$ cat src/rtl/pred_pkg.sv
// Shared encodings and default sizes for the predicate register file.
package pred_pkg;
   localparam int PW_DEF      = 4;
   localparam int DEPTH_DEF   = 64;
   localparam int NCH_DEF     = 5;
   localparam int SEL_NONE    = 0;
   localparam int SEL_CH_BASE = 1;

   typedef logic [PW_DEF-1:0] pred_t;
endpackage

$ cat src/rtl/pred_reg_file_p_if.sv
// Bus bundle for pred_reg_file_p: capture, write-back, FU read, send and status.
interface pred_reg_file_p_if #(
   parameter int PW    = 4,
   parameter int DEPTH = 64,
   parameter int NCH   = 5
) ();
   localparam int AW = $clog2(DEPTH);
   localparam int SW = $clog2(NCH + 1);

   logic [NCH*PW-1:0] ch_in;
   logic [SW-1:0]     ch_sel;
   logic [AW-1:0]     ch_addr;
   logic              wb_en;
   logic [AW-1:0]     wb_addr;
   logic [PW-1:0]     wb_data;
   logic [SW-1:0]     rd_src;
   logic [AW-1:0]     rd_addr;
   logic [PW-1:0]     pred_out;
   logic              pred_vld;
   logic [AW-1:0]     snd_addr;
   logic [NCH-1:0]    snd_mask;
   logic [NCH*PW-1:0] ch_out;
   logic              clr;
   logic [AW:0]       occ;
   logic              coll;

   modport master (
      output ch_in, ch_sel, ch_addr, wb_en, wb_addr, wb_data,
             rd_src, rd_addr, snd_addr, snd_mask, clr,
      input  pred_out, pred_vld, ch_out, occ, coll
   );

   modport slave (
      input  ch_in, ch_sel, ch_addr, wb_en, wb_addr, wb_data,
             rd_src, rd_addr, snd_addr, snd_mask, clr,
      output pred_out, pred_vld, ch_out, occ, coll
   );
endinterface

$ cat src/rtl/pred_send_lane.sv
// One registered outgoing predicate lane; loads the send value when enabled, else 0.
module pred_send_lane
   import pred_pkg::*;
#(
   parameter int PW = PW_DEF
) (
   input  logic          clk,
   input  logic          rst_n,
   input  logic          en,
   input  logic [PW-1:0] data,
   output logic [PW-1:0] q
);
   always_ff @(posedge clk or negedge rst_n) begin
      if (!rst_n) q <= '0;
      else        q <= en ? data : '0;
   end
endmodule

$ cat src/rtl/pred_reg_file_p.sv
// Predicate register file with neighbour capture, FU write-back, direct channel reads and send lanes.
// Optional same-cycle write bypass on the read and send paths: define PRED_BYPASS_EN.
module pred_reg_file_p
   import pred_pkg::*;
#(
   parameter int PW    = PW_DEF,
   parameter int DEPTH = DEPTH_DEF,
   parameter int NCH   = NCH_DEF
) (
   input logic             clk,
   input logic             rst_n,
   pred_reg_file_p_if.slave bus
);
   localparam int AW = $clog2(DEPTH);
   localparam int SW = $clog2(NCH + 1);
   localparam logic [SW-1:0] SEL_NONE_S = SW'(SEL_NONE);
   localparam logic [SW-1:0] SEL_BASE_S = SW'(SEL_CH_BASE);

   // Data carries no reset: an entry is only meaningful while its valid bit is set.
   logic [PW-1:0]     mem [DEPTH];
   logic [DEPTH-1:0]  vld;
   logic              cap_en;
   logic [PW-1:0]     cap_data;
   logic              hit;
   logic [1:0]        inc;
   logic [AW+1:0]     occ_sum;
   logic [AW:0]       occ_q;
   logic              coll_q;
   logic [PW-1:0]     rd_data;
   logic              rd_vld;
   logic [PW-1:0]     snd_data;
   logic [NCH*PW-1:0] ch_out_q;

   always_comb begin
      cap_en   = 1'b0;
      cap_data = '0;
      for (int k = 0; k < NCH; k++) begin
         if (bus.ch_sel == SW'(k) + SEL_BASE_S) begin
            cap_en   = 1'b1;
            cap_data = bus.ch_in[k*PW +: PW];
         end
      end
   end

   // A same-address collision is one newly valid entry, credited to the capture term.
   assign hit     = cap_en & bus.wb_en & (bus.ch_addr == bus.wb_addr);
   assign inc     = 2'(cap_en & ~vld[bus.ch_addr]) +
                    2'(bus.wb_en & ~vld[bus.wb_addr] & ~hit);
   assign occ_sum = {1'b0, occ_q} + (AW+2)'(inc);

   always_ff @(posedge clk or negedge rst_n) begin
      if (!rst_n) begin
         vld    <= '0;
         occ_q  <= '0;
         coll_q <= 1'b0;
      end else if (bus.clr) begin
         vld   <= '0;
         occ_q <= '0;
      end else begin
         if (cap_en)    vld[bus.ch_addr] <= 1'b1;
         if (bus.wb_en) vld[bus.wb_addr] <= 1'b1;
         if (hit)       coll_q           <= 1'b1;
         occ_q <= (occ_sum > (AW+2)'(DEPTH)) ? (AW+1)'(DEPTH) : occ_sum[AW:0];
      end
   end

   always_ff @(posedge clk) begin
      if (!bus.clr) begin
         if (cap_en && !hit) mem[bus.ch_addr] <= cap_data;
         if (bus.wb_en)      mem[bus.wb_addr] <= bus.wb_data;
      end
   end

   always_comb begin
      rd_data  = mem[bus.rd_addr];
      rd_vld   = vld[bus.rd_addr];
      snd_data = vld[bus.snd_addr] ? mem[bus.snd_addr] : '0;
`ifdef PRED_BYPASS_EN
      // Write-back is applied last so it overrides a capture to the same address.
      if (!bus.clr) begin
         if (cap_en && bus.ch_addr == bus.rd_addr) begin
            rd_data = cap_data;
            rd_vld  = 1'b1;
         end
         if (bus.wb_en && bus.wb_addr == bus.rd_addr) begin
            rd_data = bus.wb_data;
            rd_vld  = 1'b1;
         end
         if (cap_en && bus.ch_addr == bus.snd_addr)   snd_data = cap_data;
         if (bus.wb_en && bus.wb_addr == bus.snd_addr) snd_data = bus.wb_data;
      end
`endif
   end

   always_comb begin
      bus.pred_out = '0;
      bus.pred_vld = 1'b0;
      if (bus.rd_src == SEL_NONE_S) begin
         bus.pred_out = rd_data;
         bus.pred_vld = rd_vld;
      end else begin
         for (int k = 0; k < NCH; k++) begin
            if (bus.rd_src == SW'(k) + SEL_BASE_S) begin
               bus.pred_out = bus.ch_in[k*PW +: PW];
               bus.pred_vld = 1'b1;
            end
         end
      end
   end

   for (genvar k = 0; k < NCH; k++) begin : g_lane
      pred_send_lane #(.PW(PW)) u_lane (
         .clk   (clk),
         .rst_n (rst_n),
         .en    (bus.snd_mask[k]),
         .data  (snd_data),
         .q     (ch_out_q[k*PW +: PW])
      );
   end

   assign bus.ch_out = ch_out_q;
   assign bus.occ    = occ_q;
   assign bus.coll   = coll_q;
endmodule

$ cat src/flat_wrapper.sv
// flat-port wrapper written by rule: the top's interface ports become plain ports
module pred_reg_file_p_flat import pred_pkg::*;
#(
   parameter int PW    = PW_DEF,
   parameter int DEPTH = DEPTH_DEF,
   parameter int NCH   = NCH_DEF
)
  (clk, rst_n, bus_ch_in, bus_ch_sel, bus_ch_addr, bus_wb_en, bus_wb_addr, bus_wb_data, bus_rd_src, bus_rd_addr, bus_snd_addr, bus_snd_mask, bus_clr, bus_pred_out, bus_pred_vld, bus_ch_out, bus_occ, bus_coll);
  pred_reg_file_p_if #(.PW(PW), .DEPTH(DEPTH), .NCH(NCH)) bus_i ();
  input logic clk;
  input logic rst_n;
  input wire logic [$bits(bus_i.ch_in)-1:0] bus_ch_in;
  input wire logic [$bits(bus_i.ch_sel)-1:0] bus_ch_sel;
  input wire logic [$bits(bus_i.ch_addr)-1:0] bus_ch_addr;
  input wire logic [$bits(bus_i.wb_en)-1:0] bus_wb_en;
  input wire logic [$bits(bus_i.wb_addr)-1:0] bus_wb_addr;
  input wire logic [$bits(bus_i.wb_data)-1:0] bus_wb_data;
  input wire logic [$bits(bus_i.rd_src)-1:0] bus_rd_src;
  input wire logic [$bits(bus_i.rd_addr)-1:0] bus_rd_addr;
  input wire logic [$bits(bus_i.snd_addr)-1:0] bus_snd_addr;
  input wire logic [$bits(bus_i.snd_mask)-1:0] bus_snd_mask;
  input wire logic [$bits(bus_i.clr)-1:0] bus_clr;
  output wire logic [$bits(bus_i.pred_out)-1:0] bus_pred_out;
  output wire logic [$bits(bus_i.pred_vld)-1:0] bus_pred_vld;
  output wire logic [$bits(bus_i.ch_out)-1:0] bus_ch_out;
  output wire logic [$bits(bus_i.occ)-1:0] bus_occ;
  output wire logic [$bits(bus_i.coll)-1:0] bus_coll;
  assign bus_i.ch_in = bus_ch_in;
  assign bus_i.ch_sel = bus_ch_sel;
  assign bus_i.ch_addr = bus_ch_addr;
  assign bus_i.wb_en = bus_wb_en;
  assign bus_i.wb_addr = bus_wb_addr;
  assign bus_i.wb_data = bus_wb_data;
  assign bus_i.rd_src = bus_rd_src;
  assign bus_i.rd_addr = bus_rd_addr;
  assign bus_i.snd_addr = bus_snd_addr;
  assign bus_i.snd_mask = bus_snd_mask;
  assign bus_i.clr = bus_clr;
  assign bus_pred_out = bus_i.pred_out;
  assign bus_pred_vld = bus_i.pred_vld;
  assign bus_ch_out = bus_i.ch_out;
  assign bus_occ = bus_i.occ;
  assign bus_coll = bus_i.coll;
  pred_reg_file_p #(.PW(PW), .DEPTH(DEPTH), .NCH(NCH)) u_core (.clk(clk), .rst_n(rst_n), .bus(bus_i));
endmodule
$ cat config.mk
export PLATFORM = sky130hd
export DESIGN_NAME = pred_reg_file_p_flat
export DESIGN_NICKNAME = d
export VERILOG_FILES = /design/src/rtl/pred_pkg.sv /design/src/rtl/pred_reg_file_p_if.sv /design/src/rtl/pred_send_lane.sv /design/src/rtl/pred_reg_file_p.sv /design/src/flat_wrapper.sv
export SDC_FILE = /design/constraint.sdc
export NUM_CORES = 1
export LEC_CHECK = 0
export CORE_MARGIN = 4
export CORE_UTILIZATION = 40
export DETAILED_ROUTE_END_ITERATION = 16
export GPL_TIMING_DRIVEN = 0
export PLACE_DENSITY = 0.59
export SLEW_MARGIN = 20
export SYNTH_ARGS = -nofsm -noshare
export SYNTH_HDL_FRONTEND = slang
export SYNTH_SLANG_ARGS = --single-unit
$ cat constraint.sdc
create_clock -name clk -period 9.6 [get_ports clk]
set_clock_uncertainty 0.05 [all_clocks]
set_input_delay 2.4 -clock clk [delete_from_list [all_inputs] [get_ports clk]]
set_output_delay 2.4 -clock clk [all_outputs]
set_load 0.01 [all_outputs]
[Word level (Yosys, flattened, before mapping)]
Memory sizes are Yosys's and may differ from the RTL's.
Index checks and enable logic that the tools add are counted.
Operators by class
  bitwise logic cells: 11
  reductions and logical operators: 6
  muxes and demuxes: 52
  $add $sub $neg: 2
  equality and inequality tests: 11
  magnitude comparators: 7
Operators with widths (number)
  $mux 64: 4
  $or 64x64->64: 2
  $mux 4: 17
  $lt 6x7->1 const B: 4
  $bmux 1 s6: 4
  $mux 1: 23
  $mux 7: 2
  $demux 1 s6: 2
  $eq 3x2->1 const B: 4
  $eq 3x3->1 const B: 4
  $ge 6x1->1 const B: 2
  $add 7x2->8: 1
  $gt 8x7->1 const B: 1
  $eq 3x1->1 const B: 2
  $eq 6x6->1: 1
  $not 1->2: 3
  $and 1x2->2: 2
  $logic_and 1x1->1: 3
  $logic_not 3->1: 1
  $add 2x2->2: 1
  $and 1x1->1: 2
  $and 2x2->2: 1
  $reduce_and 2->1: 1
  $logic_not 1->1: 1
  $not 1->1: 1
Storage, ports and cells
  logic and storage cells: 98
  output and inout port bits: 33
  RAM bits: 256
  flip-flop bits (word level): 92
  memories: 1
Memory list
  u_core.mem: words 64, bits a word 4, rd ports 2, clocked after Yosys merged registers in 0, wr ports 2, RTL line pred_reg_file_p.sv:20  | logic [PW-1:0] mem [DEPTH];

[Logic depth before layout (Yosys ltp)]
Gate-level depths: netlist of run 1.
  depth in word-level cells: 15
  depth in mapped cells: 16
  mapped depth without buffers: 13

[Modules after synthesis]
Synthesis of run 1 repeated with hierarchy kept, for this count alone.
Unflattened totals
  cell total of the unflattened synthesis: 1917
  area, all modules: 21718.3 um^2
Modules (own cells, without submodules)
  pred_reg_file_p: area each 21092.7 um^2, cells an instance 1877, instances 1
  pred_send_lane: area each 125.1 um^2, cells an instance 8, instances 5

[Least setup slack after synthesis of run 1]
No wires, ideal clock.
  path kind: input -> output
  start point: input port bus_rd_addr[0]
  end point: output port bus_pred_vld
  data arrival time: 4.371 ns
  buffers on the path: 3
  path slack: 2.779 ns
  stages: 7
  path through: buf_2 > buf_4 > buf_4 > mux4_2 > o211ai_1 > a211oi_1 > a2111oi_0
Between the ends
  cells in the longest elaborated chain, start to end: 3
RTL lines
  start: declaration: RTL line flat_wrapper.sv:19  | input wire logic [$bits(bus_i.rd_addr)-1:0] bus_rd_addr;
  $bmux 1 s6: RTL line pred_reg_file_p.sv:76  | rd_vld = vld[bus.rd_addr];
  $mux 1 (not written as such): RTL line pred_reg_file_p.sv:76
  $mux 1: RTL line pred_reg_file_p.sv:98  | if (bus.rd_src == SEL_NONE_S) begin
  end: declaration: RTL line flat_wrapper.sv:24  | output wire logic [$bits(bus_i.pred_vld)-1:0] bus_pred_vld;
No other way between the ends. The select of a mux whose other input is x is not followed.

[Final worst setup path of run 1]
  start point: input port bus_rd_addr[1]
  end point: output port bus_pred_out[3]
Between the ends
  cells in the longest elaborated chain, start to end: 2
RTL lines
  $mem_v2 64x4
  $mux 4: RTL line pred_reg_file_p.sv:98
  end: declaration: RTL line flat_wrapper.sv:23  | output wire logic [$bits(bus_i.pred_out)-1:0] bus_pred_out;
No other way between the ends.

==> results.sh, run 1 <==
export IMPL_multi_input_area_um2=10980
export IMPL_end_kind="output port"
export IMPL_hp_start="u_core.bus.coll$_DFFE_PN0P_"
export IMPL_ios=96
export IMPL_tritoncts="yes"
export IMPL_critPathKind="in -> out"
export IMPL_routed_wl_mm=101.7
export IMPL_crit_fanout=10
export IMPL_pwr_density_cell_nw_per_um2=158.7
export IMPL_start_util_pct=40.53
export IMPL_cts_sinks=348
export IMPL_yosys_top_cells_area="edfxtp_1 35%, mux4_2 20%, dfrtp_1 11%, mux2_2 6.2%, a21oi_1 3.9%"
export IMPL_drc=0
export IMPL_required_ns=7.15
export IMPL_hold_depth=1
export IMPL_yosys_top_cells_count="256 x edfxtp_1, 197 x mux4_2, 193 x nor2_1"
export IMPL_viasPerCell=7.146
export IMPL_avgSynthCellArea_um2=12.12
export IMPL_r2r_cells=13
export IMPL_grt_pass1_wl_mm=139.2
export IMPL_reg2reg_from="u_core.vld[13]$_DFF_PN0_"
export IMPL_status="completed"
export IMPL_reg2reg_to="u_core.bus.occ[4]$_DFF_PN0_"
export IMPL_ctsHoldBuffers=0
export IMPL_drt_iter0_markers=3772
export IMPL_vdd_ir_drop_worst_mv=0.1180
export IMPL_syn_num_nets=1874
export IMPL_hold_violations=0
export IMPL_avgRoutedWirePerCell_um=38.15
export IMPL_cp_slowest_cell="clkbuf_1"
export IMPL_cts_root_buf="clkbuf_16"
export IMPL_ys_flop_type="edfxtp_1"
export IMPL_crit_path_start_kind="input pin"
export IMPL_die_area_um2=58550
export IMPL_reg2reg_slack_ns=5.51
export IMPL_finalPower_w=0.003976
export IMPL_post_route_period_util_pct=88.70
export IMPL_gp_congestion=1.002
export IMPL_yosysMostFrequentCell="edfxtp_1"
export IMPL_setup_violations=0
export IMPL_regArea_um2=9990
export IMPL_crit_arrival_ns=6.06
export IMPL_numCtsBuffers=42
export IMPL_cap_violations=0
export IMPL_ys_warn_count=0
export IMPL_cts_clk_slew_worst_paths_ns=0.06
export IMPL_synth_seq_area_share_pct=45.62
export IMPL_rsz0062_at_grt="false"
export IMPL_ys_seq_elements=348
export IMPL_grt_pass1_vias=18007
export IMPL_crit_buf_inv=4
export IMPL_crit_chain="buf_2 > buf_4 > clkbuf_1 > mux4_2 > mux4_2 > o22ai_1 > o21ai_0 > clkdlybuf4s50_1"
export IMPL_layout_drive_gt1_share_pct=22.85
export IMPL_grt_total_usage_pct=33.62
export IMPL_yosys_area_top_type="edfxtp_1"
export IMPL_min_to="u_core.bus.coll$_DFFE_PN0P_"
export IMPL_tns_ns=0
export IMPL_yosys_area_top_type_share_pct=35.11
export IMPL_nets=2000
export IMPL_place_hpwl_mm=73.88
export IMPL_fill_cells=4933
export IMPL_postCtsSetupBuffers=0
export IMPL_die_width_um=242.0
export IMPL_async_flop_share_pct=26.44
export IMPL_num_vias=19052
export IMPL_antenna_found_initial=7
export IMPL_netlist_area_um2=21900
export IMPL_overflow=0
export IMPL_cts_resized=0
export IMPL_syn_instance_count=1807
export IMPL_hold_path_class="reg -> reg"
export IMPL_max_freq_mhz=117.4
export IMPL_slew_violations=0
export IMPL_synth_distinct_cells=73
export IMPL_coreArea_um2=54030
export IMPL_critPathMaxStageDelay_ns=0.93
export IMPL_cp_num_cells=8
export IMPL_synth_edf_count=256
export IMPL_portBuffers=77
export IMPL_num_rows=85
export IMPL_timing_slew_headroom_pct=11.27
export IMPL_leakage_nw=8.343
export IMPL_antenna_left=0
export IMPL_cpMostUsedCell="mux4_2"
export IMPL_worst_pin_slew_ns=1.326
export IMPL_cpLargestDelayFamily="buffers and inverters"
export IMPL_dr_pass1_iters=7
export IMPL_grt_max_degree=61
export IMPL_max_clock_path_buffers=3
export IMPL_die_height_um=242.0
export IMPL_clock_latency_ns=0.60
export IMPL_htree_num_levels=2
export IMPL_layout_min_cycle_time_ns=8.515
export IMPL_area_growth_pct=14.39
-- registers in the layout (all words and copies together) (netlist names) --
register / flops
u_core.bus.occ: 7
u_core.mem: 256
u_core.vld: 64
u_core.g_lane.u_lane.q: 20
u_core.bus.coll: 1
-- layer usage --
metal  track usage (%)  vias up  routed length [um]
met1             43.64     9497               35630
met3             11.25      406               15150
met5                 0        -                  42
met2             49.86     1812               43370
met4             18.52        6                7525
li1                  -     7331                   -
-- worst max-delay path by stage --
stage                               from               to  slack (ns)
after floorplan           bus_rd_addr[0]     bus_pred_vld        2.78
after global placement    bus_rd_addr[1]  bus_pred_out[3]        1.29
after detailed placement  bus_rd_addr[1]  bus_pred_out[3]        1.30
after CTS                 bus_rd_addr[1]  bus_pred_out[3]        1.30
after global routing      bus_rd_addr[1]  bus_pred_out[3]        1.16
final                     bus_rd_addr[1]  bus_pred_out[3]        1.09
-- report_power, final --
group / switching, W / internal, W / leakage, nW
Sequential: 0.0000177 / 0.00166 / 3.31
Clock: 0.000701 / 0.000953 / 0.654
Combinational: 0.000418 / 0.000229 / 4.37
-- logic make-up (layout without fill, tap and decap cells) --
| family | count (synthesis) | in the layout | synth area share, % |
|---|---|---|---|
| muxes | 354 | 354 | 28.12 |
| DFF | 348 | 348 | 45.62 |
| adders and majority gates | 4 | 4 | 0.2629 |
| xor gates and xnor gates | 12 | 12 | 0.4800 |
| AOI/OAI and AO/OA | 421 | 421 | 12.22 |
| other | 0 | 5 | 0 |
| buffers and inverters | 234 | 392 | 4.468 |
| and+or+nand+nor | 434 | 434 | 8.822 |
-- metrics by stage --
step | hold slack (ns) | instances | util [%] | setup WS [ns] | instance area (um2)
floorplan | 0.4432 | 1807 | - | 2.779 | 21900
global placement | 0.4217 | 2580 | 43.57 | 1.294 | 23540
detailed placement | 0.4371 | 2584 | 43.76 | 1.302 | 23640
CTS | 0.4502 | 2660 | 46.29 | 1.305 | 25010
global route | 0.4447 | 2661 | 46.34 | 1.159 | 25040
finish | 0.4324 | 2666 | 46.36 | 1.085 | 25050
-- cells in the final DEF, fill, tap and decap left out, types with 10 or more instances in the layout --
cell type / instances
a21oi_1: 171
clkbuf_16: 43
clkinv_1: 11
a221oi_1: 11
buf_2: 26
dfrtp_1: 92
mux4_2: 197
edfxtp_1: 256
nor3_1: 36
nand3_1: 24
mux2i_1: 37
buf_4: 11
mux2_2: 120
nor2_1: 193
o221ai_1: 55
a22oi_1: 28
o22ai_1: 10
nor2b_1: 14
clkbuf_1: 108
nand2_1: 108
o21ai_0: 70
inv_1: 68
clkdlybuf4s50_1: 76
buf_1: 14
nand2b_1: 12
-- final cells by class --
type                    count  area share [%]
multi-input cells        1225           43.83
inverters                  70           1.049
diodes                      5         0.04995
plain buffers             164           2.897
flip-flops and latches    348           39.88
well taps                 696           3.477
clock buffers              49           4.386
repair buffers             82           3.372
clock inverters            27           1.054
Power figures use the tool's default switching activity.
==> inputs of run 2 (changes only) <==
--- a/config.mk
+++ b/config.mk
@@ -5,11 +5,14 @@
 export SDC_FILE = /design/constraint.sdc
 export NUM_CORES = 1
 export LEC_CHECK = 0
+export CELL_PAD_IN_SITES_DETAIL_PLACEMENT = 2
+export CELL_PAD_IN_SITES_GLOBAL_PLACEMENT = 2
 export CORE_MARGIN = 4
 export CORE_UTILIZATION = 40
+export CTS_CLUSTER_SIZE = 40
 export DETAILED_ROUTE_END_ITERATION = 16
 export GPL_TIMING_DRIVEN = 0
-export PLACE_DENSITY = 0.59
+export PLACE_DENSITY = 0.78
 export SLEW_MARGIN = 20
 export SYNTH_ARGS = -nofsm -noshare
 export SYNTH_HDL_FRONTEND = slang
==> results.sh, run 2 (synthesis gave the netlist of run 1 again) <==
export IMPL_final_common_cell="edfxtp_1"
export IMPL_die_width_um=242.0
export IMPL_leakage_nw=8.362
export IMPL_drt_iter0_markers=2666
export IMPL_nets=2000
export IMPL_crit_buf_inv=4
export IMPL_htree_num_levels=2
export IMPL_r2r_cells=13
export IMPL_place_hpwl_mm=84.07
export IMPL_crit_arrival_ns=6.14
export IMPL_postCtsSetupBuffers=0
export IMPL_overflow=0
export IMPL_final_cell_mix="256 x edfxtp_1, 197 x mux4_2, 193 x nor2_1"
export IMPL_post_route_period_util_pct=89.44
export IMPL_cts_sinks=348
export IMPL_die_area_um2=58550
export IMPL_coreArea_um2=54030
export IMPL_critPathKind="in -> out"
export IMPL_critPathMaxStageDelay_ns=0.95
export IMPL_crit_chain="buf_2 > buf_4 > clkbuf_1 > mux4_2 > mux4_2 > o22ai_1 > o21ai_0 > clkdlybuf4s50_1"
export IMPL_grt_max_degree=59
export IMPL_timing_slew_headroom_pct=10.06
export IMPL_cp_slowest_cell="clkbuf_1"
export IMPL_cpMostUsedCell="mux4_2"
export IMPL_final_util_pct=46.38
export IMPL_cts_clk_slew_worst_paths_ns=0.06
export IMPL_final_cell_area_um2=25060
export IMPL_grt_pass1_vias=20331
export IMPL_clock_latency_ns=0.59
export IMPL_antenna_left=0
export IMPL_largest_reg_flops=256
export IMPL_crit_path_start_kind="input pin"
export IMPL_dr_pass1_iters=7
export IMPL_die_height_um=242.0
export IMPL_hold_path_class="reg -> reg"
export IMPL_diodes=0
export IMPL_end_kind="output port"
export IMPL_grt_total_usage_pct=37.48
export IMPL_gp_congestion=0.9961
export IMPL_rsz0062_at_grt="false"
export IMPL_tritoncts="yes"
export IMPL_crit_fanout=10
export IMPL_pwr_density_cell_nw_per_um2=161.3
export IMPL_required_ns=7.15
export IMPL_num_rows=85
export IMPL_placed_cell_area_um2=23610
export IMPL_slew_violations=0
export IMPL_hold_ws_ns=0.4272
export IMPL_portBuffers=77
export IMPL_tns_ns=0
export IMPL_cp_num_cells=8
export IMPL_cap_violations=0
export IMPL_cts_resized=0
export IMPL_viasPerCell=7.317
export IMPL_drc=0
export IMPL_finalNonFillerCells=2663
export IMPL_max_freq_mhz=116.5
export IMPL_area_growth_pct=14.43
export IMPL_ios=96
export IMPL_max_clock_path_buffers=3
export IMPL_grt_pass1_wl_mm=156.4
export IMPL_hold_violations=0
export IMPL_hold_depth=1
export IMPL_layout_drive_gt1_share_pct=23.13
export IMPL_start_util_pct=40.53
export IMPL_reg_largest_list="u_core.mem: 256 flops, u_core.vld: 64 flops, u_core.g_lane.u_lane.q: 20 flops"
export IMPL_top_register="u_core.mem"
export IMPL_cts_root_buf="clkbuf_16"
export IMPL_worst_pin_slew_ns=1.349
export IMPL_num_vias=19486
export IMPL_cpLargestDelayFamily="buffers and inverters"
export IMPL_routed_wl_mm=112.4
export IMPL_avgRoutedWirePerCell_um=42.22
export IMPL_vdd_ir_drop_worst_mv=0.1059
export IMPL_setup_violations=0
export IMPL_ctsHoldBuffers=0
export IMPL_numCtsBuffers=43
export IMPL_antenna_found_initial=4
export IMPL_dpl_cell_count=2583
export IMPL_status="completed"
export IMPL_layout_min_cycle_time_ns=8.586
run 2: cell types whose count changed in the layout (fill, tap and decap cells not counted), sizes merged:
cell	before	now
diode	5	0
bufinv	5	4
inv	71	73
clkinvlp	4	3
clkinv	17	19
run 2: path summary, 6_finish.rpt:
kind | slack, ns | endpoint | startpoint
setup / recovery | 1.01 | bus_pred_out[3] | bus_rd_addr[1]
hold / removal | 0.43 | u_core.bus.coll$_DFFE_PN0P_ | u_core.bus.coll$_DFFE_PN0P_
setup reg to reg | 5.28 | u_core.bus.occ[3]$_DFF_PN0_ | u_core.vld[0]$_DFF_PN0_
hold reg to reg | 0.43 | u_core.bus.coll$_DFFE_PN0P_ | u_core.bus.coll$_DFFE_PN0P_
max in group asynchronous | 7.17 | u_core.g_lane[4].u_lane.q[3]$_DFF_PN0_ | rst_n
min in group asynchronous | 1.66 | u_core.bus.occ[2]$_DFF_PN0_ | rst_n
run 2: final cells by class:
cell class / count / area [um2]
sequential: 348 / 9990
fill: 5423 / 28970
buffer: 164 / 720.7
timing repair buffer: 81 / 822.0
tap: 696 / 870.8
clock buffer: 50 / 1154
inverter: 70 / 262.8
clock inverter: 29 / 262.8
multi-input combinational: 1225 / 10970
run 2: per-stage QoR:
stage,setup WS (ns),power [W]
4_1_cts,1.172,0.004004
5_1_grt,1.100,0.004110
3_5_place_dp,1.174,0.002343
3_3_place_gp,1.206,0.002315
6_report,1.014,0.004042
2_1_floorplan,2.779,0.002042
run 2: metal layers:
metal	vias up	global-route usage, %	share of wire, %
li1	7325	-	-
met1	10234	46.74	36
met2	1482	58.27	45
met3	441	9.585	11
met4	4	24.06	8.0
met5	-	0	0.027
run 2: report_power, final:
group          total [W]  switching [W]  internal [W]
logic           0.000665       0.000436      0.000229
clock network    0.00170       0.000729      0.000971
registers        0.00168      0.0000194       0.00166
==> inputs of run 3 (changes only) <==
--- a/config.mk
+++ b/config.mk
@@ -8,11 +8,11 @@
 export CELL_PAD_IN_SITES_DETAIL_PLACEMENT = 2
 export CELL_PAD_IN_SITES_GLOBAL_PLACEMENT = 2
 export CORE_MARGIN = 4
-export CORE_UTILIZATION = 40
+export CORE_UTILIZATION = 46
 export CTS_CLUSTER_SIZE = 40
 export DETAILED_ROUTE_END_ITERATION = 16
 export GPL_TIMING_DRIVEN = 0
-export PLACE_DENSITY = 0.78
+export PLACE_DENSITY = 0.88
 export SLEW_MARGIN = 20
 export SYNTH_ARGS = -nofsm -noshare
 export SYNTH_HDL_FRONTEND = slang
==> results.sh, run 3 (synthesis gave the netlist of run 1 again) <==
export IMPL_final_common_cell="edfxtp_1"
export IMPL_slew_violations=0
export IMPL_ios=96
export IMPL_postCtsSetupBuffers=0
export IMPL_hold_path_class="reg -> reg"
export IMPL_vdd_ir_drop_worst_mv=0.1240
export IMPL_cpLargestDelayFamily="buffers and inverters"
export IMPL_crit_buf_inv=4
export IMPL_reg_largest_list="u_core.mem: 256 flops, u_core.vld: 64 flops, u_core.g_lane.u_lane.q: 20 flops"
export IMPL_tns_ns=0
export IMPL_max_freq_mhz=117.2
export IMPL_gp_congestion=1.013
export IMPL_die_height_um=226.2
export IMPL_portBuffers=77
export IMPL_rsz0062_at_grt="false"
export IMPL_layout_drive_gt1_share_pct=22.45
export IMPL_final_cell_mix="256 x edfxtp_1, 197 x mux4_2, 193 x nor2_1"
export IMPL_cts_resized=0
export IMPL_post_route_period_util_pct=88.85
export IMPL_numCtsBuffers=42
export IMPL_hold_depth=1
export IMPL_cap_violations=0
export IMPL_drt_iter0_markers=3674
export IMPL_pwr_density_cell_nw_per_um2=160.4
export IMPL_viasPerCell=7.838
export IMPL_hold_violations=0
export IMPL_num_vias=20191
export IMPL_grt_total_usage_pct=44.17
export IMPL_coreArea_um2=46850
export IMPL_place_hpwl_mm=84.00
export IMPL_antenna_found_initial=7
export IMPL_drc=0
export IMPL_die_width_um=226.2
export IMPL_reg2reg_from="u_core.vld[6]$_DFF_PN0_"
export IMPL_end_kind="output port"
export IMPL_cts_clk_slew_worst_paths_ns=0.06
export IMPL_grt_pass1_wl_mm=158.8
export IMPL_status="completed"
export IMPL_critPathMaxStageDelay_ns=0.92
export IMPL_clock_latency_ns=0.62
export IMPL_setup_violations=0
export IMPL_start_util_pct=46.74
export IMPL_crit_path_start_kind="input pin"
export IMPL_routed_wl_mm=114.3
export IMPL_tritoncts="yes"
export IMPL_r2r_cells=13
export IMPL_required_ns=7.15
export IMPL_htree_num_levels=2
export IMPL_layout_min_cycle_time_ns=8.530
export IMPL_leakage_nw=8.310
export IMPL_crit_chain="buf_2 > buf_4 > clkbuf_1 > mux4_2 > mux4_2 > o22ai_1 > o21ai_0 > clkdlybuf4s50_1"
export IMPL_cts_sinks=348
export IMPL_final_util_pct=53.07
export IMPL_grt_pass1_vias=21005
export IMPL_area_growth_pct=13.55
export IMPL_min_to="u_core.bus.coll$_DFFE_PN0P_"
export IMPL_max_clock_path_buffers=3
export IMPL_finalPower_w=0.003990
export IMPL_fill_cells=4521
export IMPL_overflow=0
export IMPL_cts_root_buf="clkbuf_16"
export IMPL_nets=1999
export IMPL_largest_reg_flops=256
export IMPL_critPathKind="in -> out"
export IMPL_crit_arrival_ns=6.08
export IMPL_reg2reg_to="u_core.bus.occ[4]$_DFF_PN0_"
export IMPL_grt_max_degree=57
export IMPL_ctsHoldBuffers=0
export IMPL_antenna_left=0
export IMPL_cpMostUsedCell="mux4_2"
export IMPL_worst_pin_slew_ns=1.317
export IMPL_timing_slew_headroom_pct=12.18
export IMPL_cp_slowest_cell="clkbuf_1"
export IMPL_crit_fanout=10
export IMPL_hp_start="u_core.bus.coll$_DFFE_PN0P_"
export IMPL_num_rows=79
export IMPL_top_register="u_core.mem"
export IMPL_dr_pass1_iters=6
export IMPL_reg2reg_slack_ns=5.28
export IMPL_die_area_um2=51160
export IMPL_avgRoutedWirePerCell_um=44.36
run 3: area by class of cell:
class | instances | area (um2) | share of cell area, %
Tap cell | 607 | 759.5 | 3.054
Sequential cell | 348 | 9990 | 40.18
Clock inverter | 15 | 143.9 | 0.5787
Multi-Input combinational cell | 1225 | 10960 | 44.10
Inverter | 70 | 262.8 | 1.057
Timing Repair Buffer | 81 | 819.5 | 3.296
Antenna cell | 5 | 12.51 | 0.05032
Clock buffer | 61 | 1194 | 4.800
Buffer | 164 | 719.4 | 2.893
run 3: worst max-delay path by stage:
stage          cells after the start            from               to  slack, ns
2_1_floorplan                      7  bus_rd_addr[0]     bus_pred_vld       2.78
3_3_place_gp                       8  bus_rd_addr[1]  bus_pred_out[3]       1.39
3_5_place_dp                       9  bus_rd_addr[1]  bus_pred_out[1]       1.35
4_1_cts                            9  bus_rd_addr[1]  bus_pred_out[1]       1.34
5_1_grt                            9  bus_rd_addr[1]     bus_pred_vld       1.18
6_report                           8  bus_rd_addr[1]  bus_pred_out[3]       1.07
run 3: power by group:
part | switching [W] | internal (W) | leakage, nW | total (W)
registers | 0.0000207 | 0.00166 | 3.31 | 0.00168
clock network | 0.000716 | 0.000918 | 0.651 | 0.00163
logic | 0.000448 | 0.000229 | 4.34 | 0.000678
total | 0.00119 | 0.00280 | 8.31 | 0.00399
run 3: metal layers:
metal | up-vias | track usage [%] | routed length [um]
met4 | 6 | 30.66 | 10430
met2 | 1966 | 68.08 | 50500
met1 | 10209 | 53.16 | 38290
met3 | 665 | 13.62 | 15020
met5 | - | 0 | 23
li1 | 7345 | - | -
run 3: per-stage QoR:
stage,hold slack [ns],worst slack [ns],cell area [um2],cells
2_1_floorplan,0.4432,2.779,21900,1807
3_3_place_gp,0.3923,1.393,23430,2491
3_5_place_dp,0.4227,1.354,23500,2495
4_1_cts,0.4350,1.345,24840,2571
5_1_grt,0.4526,1.180,24860,2573
6_report,0.4296,1.070,24870,2576
